File: config.mk
export PLATFORM = sky130hd
export DESIGN_NAME = io_input_fifo_flat
export DESIGN_NICKNAME = d
export VERILOG_FILES = /design/src/rtl/io_input_fifo_if.sv /design/src/rtl/io_input_fifo.sv /design/src/flat_wrapper.sv
export SDC_FILE = /design/constraint.sdc
export NUM_CORES = 1
export LEC_CHECK = 0
export ABC_AREA = 1
export BUFFER_PORTS_ARGS = -buffer_cell sky130_fd_sc_hd__buf_4
export CAP_MARGIN = 20
export CELL_PAD_IN_SITES_DETAIL_PLACEMENT = 0
export CELL_PAD_IN_SITES_GLOBAL_PLACEMENT = 2
export CORE_ASPECT_RATIO = 1.25
export CORE_MARGIN = 2
export CORE_UTILIZATION = 39
export CTS_CLUSTER_SIZE = 14
export DETAILED_ROUTE_END_ITERATION = 10
export GPL_TIMING_DRIVEN = 0
export PLACE_DENSITY = 0.77
export SLEW_MARGIN = 10
export SYNTH_ARGS = -nofsm -noshare
export SYNTH_HDL_FRONTEND = slang
export SYNTH_SLANG_ARGS = --single-unit
File: constraint.sdc
create_clock -name clk -period 2.55 [get_ports clk]
set_input_delay 0.255 -clock clk [delete_from_list [all_inputs] [get_ports clk]]
set_output_delay 0.255 -clock clk [all_outputs]
set_load 0.1 [all_outputs]
File: src/rtl/io_input_fifo_if.sv
// Byte-source and core-side signals of the input staging FIFO.
// The slave modport belongs to the FIFO. The master modport belongs to whatever drives it.
interface io_input_fifo_if #(
    parameter int DEPTH = 8
);
    logic [7:0]             ext_data;
    logic                   ext_valid;
    logic                   ext_ready;
    logic [7:0]             cpu_data;
    logic                   cpu_irq;
    logic                   cpu_ack;
    logic [$clog2(DEPTH):0] count;
    logic                   overflow;

    modport slave (
        input  ext_data, ext_valid, cpu_ack,
        output ext_ready, cpu_data, cpu_irq, count, overflow
    );

    modport master (
        output ext_data, ext_valid, cpu_ack,
        input  ext_ready, cpu_data, cpu_irq, count, overflow
    );
endinterface

File: src/rtl/io_input_fifo.sv
// First-word-fall-through byte FIFO that feeds the core's data_in bus.
// A request/acknowledge FSM drives the core interrupt and applies a holdoff after each acknowledge.
module io_input_fifo #(
    parameter int DEPTH         = 8,
    parameter int IRQ_THRESHOLD = 1,
    parameter int HOLDOFF       = 4
) (
    input  logic           clk,
    input  logic           reset,
    io_input_fifo_if.slave bus
);
    localparam int AW = $clog2(DEPTH);
    localparam int CW = AW + 1;

    typedef enum logic [1:0] {IDLE, PEND, HOLD} state_t;

    logic [7:0]    mem [DEPTH];
    logic [AW-1:0] wr_ptr, rd_ptr;
    logic [CW-1:0] count_q;
    logic          ovf_q;
    state_t        state, state_nxt;
    logic [3:0]    hold_cnt, hold_nxt;

    logic full, empty, push, pop;

    assign full  = (count_q == CW'(DEPTH));
    assign empty = (count_q == '0);
    assign push  = bus.ext_valid && !full;
    assign pop   = bus.cpu_ack && !empty;

    always_ff @(posedge clk) begin
        if (!reset) begin
            wr_ptr   <= '0;
            rd_ptr   <= '0;
            count_q  <= '0;
            ovf_q    <= 1'b0;
            state    <= IDLE;
            hold_cnt <= '0;
        end else begin
            if (push) wr_ptr <= wr_ptr + 1'b1;
            if (pop)  rd_ptr <= rd_ptr + 1'b1;
            case ({push, pop})
                2'b10:   count_q <= count_q + 1'b1;
                2'b01:   count_q <= count_q - 1'b1;
                default: count_q <= count_q;
            endcase
            if (bus.ext_valid && full) ovf_q <= 1'b1;
            state    <= state_nxt;
            hold_cnt <= hold_nxt;
        end
    end

    // The storage array needs no reset because count gates every read.
    always_ff @(posedge clk) begin
        if (reset && push) mem[wr_ptr] <= bus.ext_data;
    end

    always_comb begin
        state_nxt = state;
        hold_nxt  = hold_cnt;
        case (state)
            IDLE: begin
                if (count_q >= CW'(IRQ_THRESHOLD)) state_nxt = PEND;
            end
            PEND: begin
                if (pop) begin
                    state_nxt = HOLD;
                    hold_nxt  = 4'(HOLDOFF);
                end else if (count_q < CW'(IRQ_THRESHOLD)) begin
                    state_nxt = IDLE;
                end
            end
            HOLD: begin
                // HOLD is entered with HOLDOFF loaded, so the state lasts exactly HOLDOFF cycles.
                if (hold_cnt <= 4'd1) begin
                    state_nxt = IDLE;
                    hold_nxt  = '0;
                end else begin
                    hold_nxt = hold_cnt - 4'd1;
                end
            end
            default: begin
                state_nxt = IDLE;
                hold_nxt  = '0;
            end
        endcase
    end

    assign bus.ext_ready = !full;
    assign bus.cpu_data  = empty ? 8'h00 : mem[rd_ptr];
    assign bus.cpu_irq   = (state == PEND);
    assign bus.count     = count_q;
    assign bus.overflow  = ovf_q;
endmodule

File: src/flat_wrapper.sv
// flat-port wrapper written by rule: the top's interface ports become plain ports
module io_input_fifo_flat 
#(
    parameter int DEPTH         = 8,
    parameter int IRQ_THRESHOLD = 1,
    parameter int HOLDOFF       = 4
)
  (clk, reset, bus_ext_data, bus_ext_valid, bus_cpu_ack, bus_ext_ready, bus_cpu_data, bus_cpu_irq, bus_count, bus_overflow);
  io_input_fifo_if #(.DEPTH(DEPTH)) bus_i ();
  input  logic clk;
  input  logic reset;
  input wire logic [$bits(bus_i.ext_data)-1:0] bus_ext_data;
  input wire logic [$bits(bus_i.ext_valid)-1:0] bus_ext_valid;
  input wire logic [$bits(bus_i.cpu_ack)-1:0] bus_cpu_ack;
  output wire logic [$bits(bus_i.ext_ready)-1:0] bus_ext_ready;
  output wire logic [$bits(bus_i.cpu_data)-1:0] bus_cpu_data;
  output wire logic [$bits(bus_i.cpu_irq)-1:0] bus_cpu_irq;
  output wire logic [$bits(bus_i.count)-1:0] bus_count;
  output wire logic [$bits(bus_i.overflow)-1:0] bus_overflow;
  assign bus_i.ext_data = bus_ext_data;
  assign bus_i.ext_valid = bus_ext_valid;
  assign bus_i.cpu_ack = bus_cpu_ack;
  assign bus_ext_ready = bus_i.ext_ready;
  assign bus_cpu_data = bus_i.cpu_data;
  assign bus_cpu_irq = bus_i.cpu_irq;
  assign bus_count = bus_i.count;
  assign bus_overflow = bus_i.overflow;
  io_input_fifo #(.DEPTH(DEPTH), .IRQ_THRESHOLD(IRQ_THRESHOLD), .HOLDOFF(HOLDOFF)) u_core (.clk(clk), .reset(reset), .bus(bus_i));
endmodule
=== Yosys cells after proc, flatten, opt, wreduce, memory -nomap -nowiden ===
Memory sizes are Yosys's and may differ from the RTL's. A register that Yosys moved wholly into a read port is not among the register bits.
Index checks and enable logic that the tools add are counted.

* Flip-flop bits (word level): 17
* Bits in writable memories: 64
* Input bits: 12
* Output and inout port bits: 15
* Word-level logic and storage cells: 50
* Memories kept: 1

{| class="wikitable"
|+ Memory list
! memory !! words !! width !! rd ports !! clocked after Yosys merged registers in !! wr ports !! RTL line !! RTL
|-
| u_core.mem || 8 || 8 || 1 || 1 || 1 || io_input_fifo.sv:17 || <nowiki>logic [7:0] mem [DEPTH];</nowiki>
|}

* $add $sub $neg: 5
* Magnitude comparators: 3
* Equal/unequal tests: 9
* Mux-type cells: 14
* Bitwise logic cells: 1
* Reduce and logical (&&, ||, !) cells: 11

{| class="wikitable"
|+ Operator list
! kind !! count
|-
| one-hot mux 4 bit (3 select lines) || 1
|-
| two-way mux 2 bit || 4
|-
| two-way mux 4 bit || 2
|-
| two-way mux 8 bit || 1
|-
| one-hot mux 4 bit (2 select lines) || 1
|-
| subtractor 4 x 1 -> 4 bit (second input constant) || 2
|-
| adder 3 x 1 -> 3 bit (second input constant) || 2
|-
| two-way mux 3 bit || 2
|-
| inequality test 2 x 1 -> 1 bit (second input constant) || 3
|-
| one-hot mux 2 bit (3 select lines) || 1
|-
| adder 4 x 1 -> 4 bit (second input constant) || 1
|-
| equality test 2 x 1 -> 1 bit (second input constant) || 2
|-
| equality test 2 bit (second input constant) || 2
|-
| equality test 4 bit (second input constant) || 1
|-
| >= comparator 4 x 1 -> 1 bit (second input constant) || 1
|-
| <= comparator 4 x 1 -> 1 bit (second input constant) || 1
|-
| logical AND 1 bit || 4
|-
| zero test 4 bit || 1
|-
| < comparator 4 x 1 -> 1 bit (second input constant) || 1
|-
| inequality test 3 x 1 -> 1 bit (second input constant) || 1
|-
| AND reduction 3 bit || 1
|-
| zero test 1 bit || 2
|-
| zero test 2 bit || 1
|-
| two-way mux 1 bit || 2
|-
| other kinds (3) || 3
|}

=== Logic depth before layout (Yosys ltp) ===
* Depth in word-level cells: 6
* Gate-level depth with buffers: 11
* Gate-level depth less buffers: 11

=== Least setup slack after synthesis ===
OpenSTA, ideal clock, no wires.

* Kind: register to output
* Start: reg u_core.count_q[0], in the netlist u_core.bus.count[0]
* End: out bus_cpu_data[0]
* Arrival: 3.005 ns
* Slack: -0.710 ns
* Stages on the path, launching flop included: 7
* Buffers on the path: 1
* Cells stage by stage: dfxtp_1 inv_1 ha_1 nand2_2 buf_6 o21ai_1 nor2_1

* Word-level cells in the longest chain between the ends: 2

{| class="wikitable"
|+ RTL lines
! element !! RTL line !! RTL
|-
| start, declared || io_input_fifo.sv:19 || <nowiki>logic [CW-1:0] count_q;</nowiki>
|-
| start signal, assigned || io_input_fifo.sv:43 || <nowiki>2'b10: count_q <= count_q + 1'b1;</nowiki>
|-
| start signal, assigned || io_input_fifo.sv:44 || <nowiki>2'b01: count_q <= count_q - 1'b1;</nowiki>
|-
| start signal, assigned || io_input_fifo.sv:45 || <nowiki>default: count_q <= count_q;</nowiki>
|-
| zero test 4 bit || io_input_fifo.sv:27 || <nowiki>assign empty = (count_q == '0);</nowiki>
|-
| two-way mux 8 bit || io_input_fifo.sv:90 || <nowiki>assign bus.cpu_data = empty ? 8'h00 : mem[rd_ptr];</nowiki>
|-
| end, declared || flat_wrapper.sv:16 || <nowiki>output wire logic [$bits(bus_i.cpu_data)-1:0] bus_cpu_data;</nowiki>
|}

Every way passes these cells.

=== Final worst setup path ===
* Start: reg u_core.count_q[0], in the netlist u_core.bus.count[0]
* End: mem u_core.mem[5][6] (enable)

* Word-level cells in the longest chain between the ends: 6

{| class="wikitable"
|+ RTL lines
! element !! RTL line !! RTL
|-
| equality test 4 bit || io_input_fifo.sv:26 || <nowiki>assign full = (count_q == CW'(DEPTH));</nowiki>
|-
| zero test 1 bit || io_input_fifo.sv:28 || <nowiki>assign push = bus.ext_valid && !full;</nowiki>
|-
| logical AND 1 bit || io_input_fifo.sv:28 ||
|-
| logical AND 1 bit || io_input_fifo.sv:55 || <nowiki>if (reset && push) mem[wr_ptr] <= bus.ext_data;</nowiki>
|-
| two-way mux 1 bit || io_input_fifo.sv:55 ||
|-
| two-way mux 1 bit (not written as such) || io_input_fifo.sv:55 ||
|-
| end, declared || io_input_fifo.sv:17 ||
|}

Every way passes these cells.

==> metrics.md <==
| Metric | Value |
|---|---|
| Status | complete, no violations |
| Initial antenna violation count | 0 |
| Synthesized area | between 0.003 and 0.004 mm^2 |
| # port buffers | 26 |
| Worst clock skew | 0.00386 ns |
| Clk buf depth | 2 |
| Initial drt markers | 141 |
| Setup crit start kind | flip-flop |
| Yosys reg bits | 84 |
| Layout area overhead | 18.8% |
| R2r setup slk | between 0.2 and 0.3 ns |
| Initial core utilization | 40.0% |
| TritonCTS clock tree | done |
| Critical path arrival | about 2.2 ns |
| Total Die Area | 0.0101 mm^2 |
| Rel. slew slack | about 40% |
| Root Driver | clkbuf_16 |
| Least-Margin Pin Slew | about 0.89 ns |
| FMAX | around 440 MHz |
| Post-synthesis sequential area ratio | approximately 64% |
| Vias in the first global route | around 2,500 |
| HPWL Detailed | 5.42 mm |
| Die W | 90.3 um |
| Avg WL per Cell | 14.9 um |
| Die height | between 100 and 150 um |
| Setup bufs post-CTS | 0 |
| Clk sinks | 84 |
| Syn Area/Cell | 10.2 um^2 |
| Setup WS pre-CTS | around 0.26 ns |
| Clock Latency Late Sink | about 0.33 ns |
| FP Rows | 39 |
| Final WS setup | approximately 0.3 ns |
| Fin Hold WS | ~0.16 ns |
| Total track usage | around 16% |
| Largest area contributor in the netlist | edfxtp_1 |
| Fin crit share | between 80% and 90% |
| GPL Wtd Cong | 0.720 |
| Syn Nets | approximately 380 |
| Drt first pass iters | 4 |
| I/O Pins | 27 |
| Min Tclk post-route | roughly 2.3 ns |
| Max cap viols | 0 |
| RSZ-0062 raised after global routing | no |
| Drt drc | 0 |
| Placeable Area | around 0.009 mm^2 |
| Yosys warns | 0 |
| Fin util | between 40% and 50% |
| Max VDD drop | 0.000513 V |
| PwrDens | roughly 1200 mW/mm^2 |
| Leak | approximately 0.0016 uW |
| Final Hold Fails | 0 |
| Remaining global-route overflow | 0 |
| Inserted Clock Buffers | 9 |
| Total power | slightly above 5000 uW |
| Htree depth | 3 |
| Total number of vias | ~2,500 |
| Slew Limit Fails | 0 |
| Antenna Nets Post-Route | 0 |
| Global-route wire length before repair | approximately 12 mm |
| CP Data Required Time | 2.50 ns |
| # fillers | 885 |
| Largest net degree at the start of global routing | 14 |
| Top cell type's share of synthesized area | a little over half |
| PostCTS Resize Cnt | 0 |
| Critical path capture point type | flip-flop |
| Clk slew on worst S/H paths | 0.06 ns |
| Top post-synthesis cells by area | edfxtp_1, dfxtp_1, nor2_1, o21ai_1, ha_1 |
| Number of nets in the layout | between 400 and 500 |
| Vias per Instance | between 4 and 5 |
| Layout cell share with drive strength beyond 1 | approximately a fifth |
| Worst-path fanout max | 8 |
| # setup viols final | 0 |
| Ant. Diodes | 0 |
| DRT Wirelength | ~7.7 mm |
| Final setup TNS | 0 ns |
| Post-synth cell types | 24 |
| Kind of critical path | flip-flop to flip-flop |
| Worst hold path type | input port to flip-flop |
| Hold-fix buffers at CTS | 0 |
| Syn Inst Count | approximately 350 |
[registers in the layout (all words and copies together), names as in the netlist, named ones only]
| signal | cells |
|---|---|
| u_core.mem | 64 |
| u_core.bus.count | 4 |
| u_core.hold_cnt | 4 |
| u_core.rd_ptr | 3 |
| u_core.wr_ptr | 3 |
| u_core.state | 2 |
| u_core.bus.overflow | 1 |
[worst max-delay path: stages, from the launching register on]
cell and delay [ns]:
dfxtp_4 0.37, inv_1 0.07, ha_1 0.28, nand3_2 0.12
nand2_2 0.11, nor2_2 0.12, nand2_1 0.11, nor2_1 0.70
[where the power goes]
part / switching [uW] / internal, uW
Combinational: 1690 / 592
Sequential: 91.0 / 1590
Clock: 471 / 747
Total: 2250 / 2920
[layer usage]
| metal | track usage (%) | vias to the layer above | wire length (um) |
|---|---|---|---|
| li1 | - | 1286 | - |
| met1 | 19.0 | 1151 | 3170 |
| met2 | 29.6 | 53 | 4140 |
| met3 | 3.25 | 4 | 342 |
| met4 | 6.46 | 0 | 69 |
| met5 | 0 | - | 0 |
[metrics by stage]
| stage | instances | area, um^2 |
|---|---|---|
| floorplan | 354 | 3680 |
| global placement | 503 | 4030 |
| detailed placement | 503 | 4030 |
| CTS | 519 | 4310 |
| global route | 519 | 4310 |
| finish | 519 | 4310 |
[cell families (layout without fill, tap and decap cells)]
kind of cell	Yosys count	count (layout)	synth area share, %
flip-flops	84	84	64.0
XOR/XNOR	1	1	0.241
AO/OA/AOI/OAI	80	80	11.1
AND/OR/NAND/NOR	137	137	16.0
adder cells (fa/ha/maj)	11	11	3.79
buffers and inverters	41	83	4.86
[Yosys cell counts]
cell type	n
nor2_1	84
edfxtp_1	64
o21ai_1	41
inv_1	26
o21ai_0	26
nand2_1	24
dfxtp_1	20
a21oi_1	12
ha_1	11
nand4_1	7
buf_2	6
nand3_1	6
nor3_1	6
nand2_2	5
clkbuf_1	3
inv_2	3
buf_4	2
nor2_2	2
buf_6	1
nand3_2	1
nand3b_2	1
o21bai_1	1
or2_2	1
xor2_1	1
[path summary, 6_finish.rpt]
kind / from / cells after the start / to
hold / removal: bus_ext_data[0] / 1 / u_core.mem[7][0]
setup reg to reg: u_core.bus.count[0] / 7 / u_core.mem[5][6]
setup / recovery: u_core.bus.count[0] / 7 / u_core.mem[5][6]
hold reg to reg: u_core.bus.overflow / 2 / u_core.bus.overflow
[layout by cell type, fill, tap and decap left out, types with 2 or more instances in the layout]
cell type	n
nor2_1	76
edfxtp_1	64
o21ai_1	41
buf_4	28
o21ai_0	26
inv_1	26
nand2_1	24
dfxtp_1	16
a21oi_1	12
ha_1	11
nor2_2	10
clkbuf_16	9
nand4_1	7
buf_2	6
nand3_1	6
nand2_2	5
clkbuf_1	4
nor3_2	4
inv_2	3
nor3_1	2
clkinv_2	2
clkinv_1	2
dfxtp_4	2
dfxtp_2	2
[final cells by class]
type | count | area (um^2) | share of cell area [%]
sequential | 84 | 2330 | 54.1
multi-input combinational | 229 | 1170 | 27.1
clock buffer | 10 | 229 | 5.31
timing repair buffer | 26 | 195 | 4.53
tap | 123 | 154 | 3.57
inverter | 29 | 109 | 2.52
buffer | 12 | 67.6 | 1.57
clock inverter | 6 | 55.1 | 1.28
No activity file was read; power rests on OpenSTA's default activity.
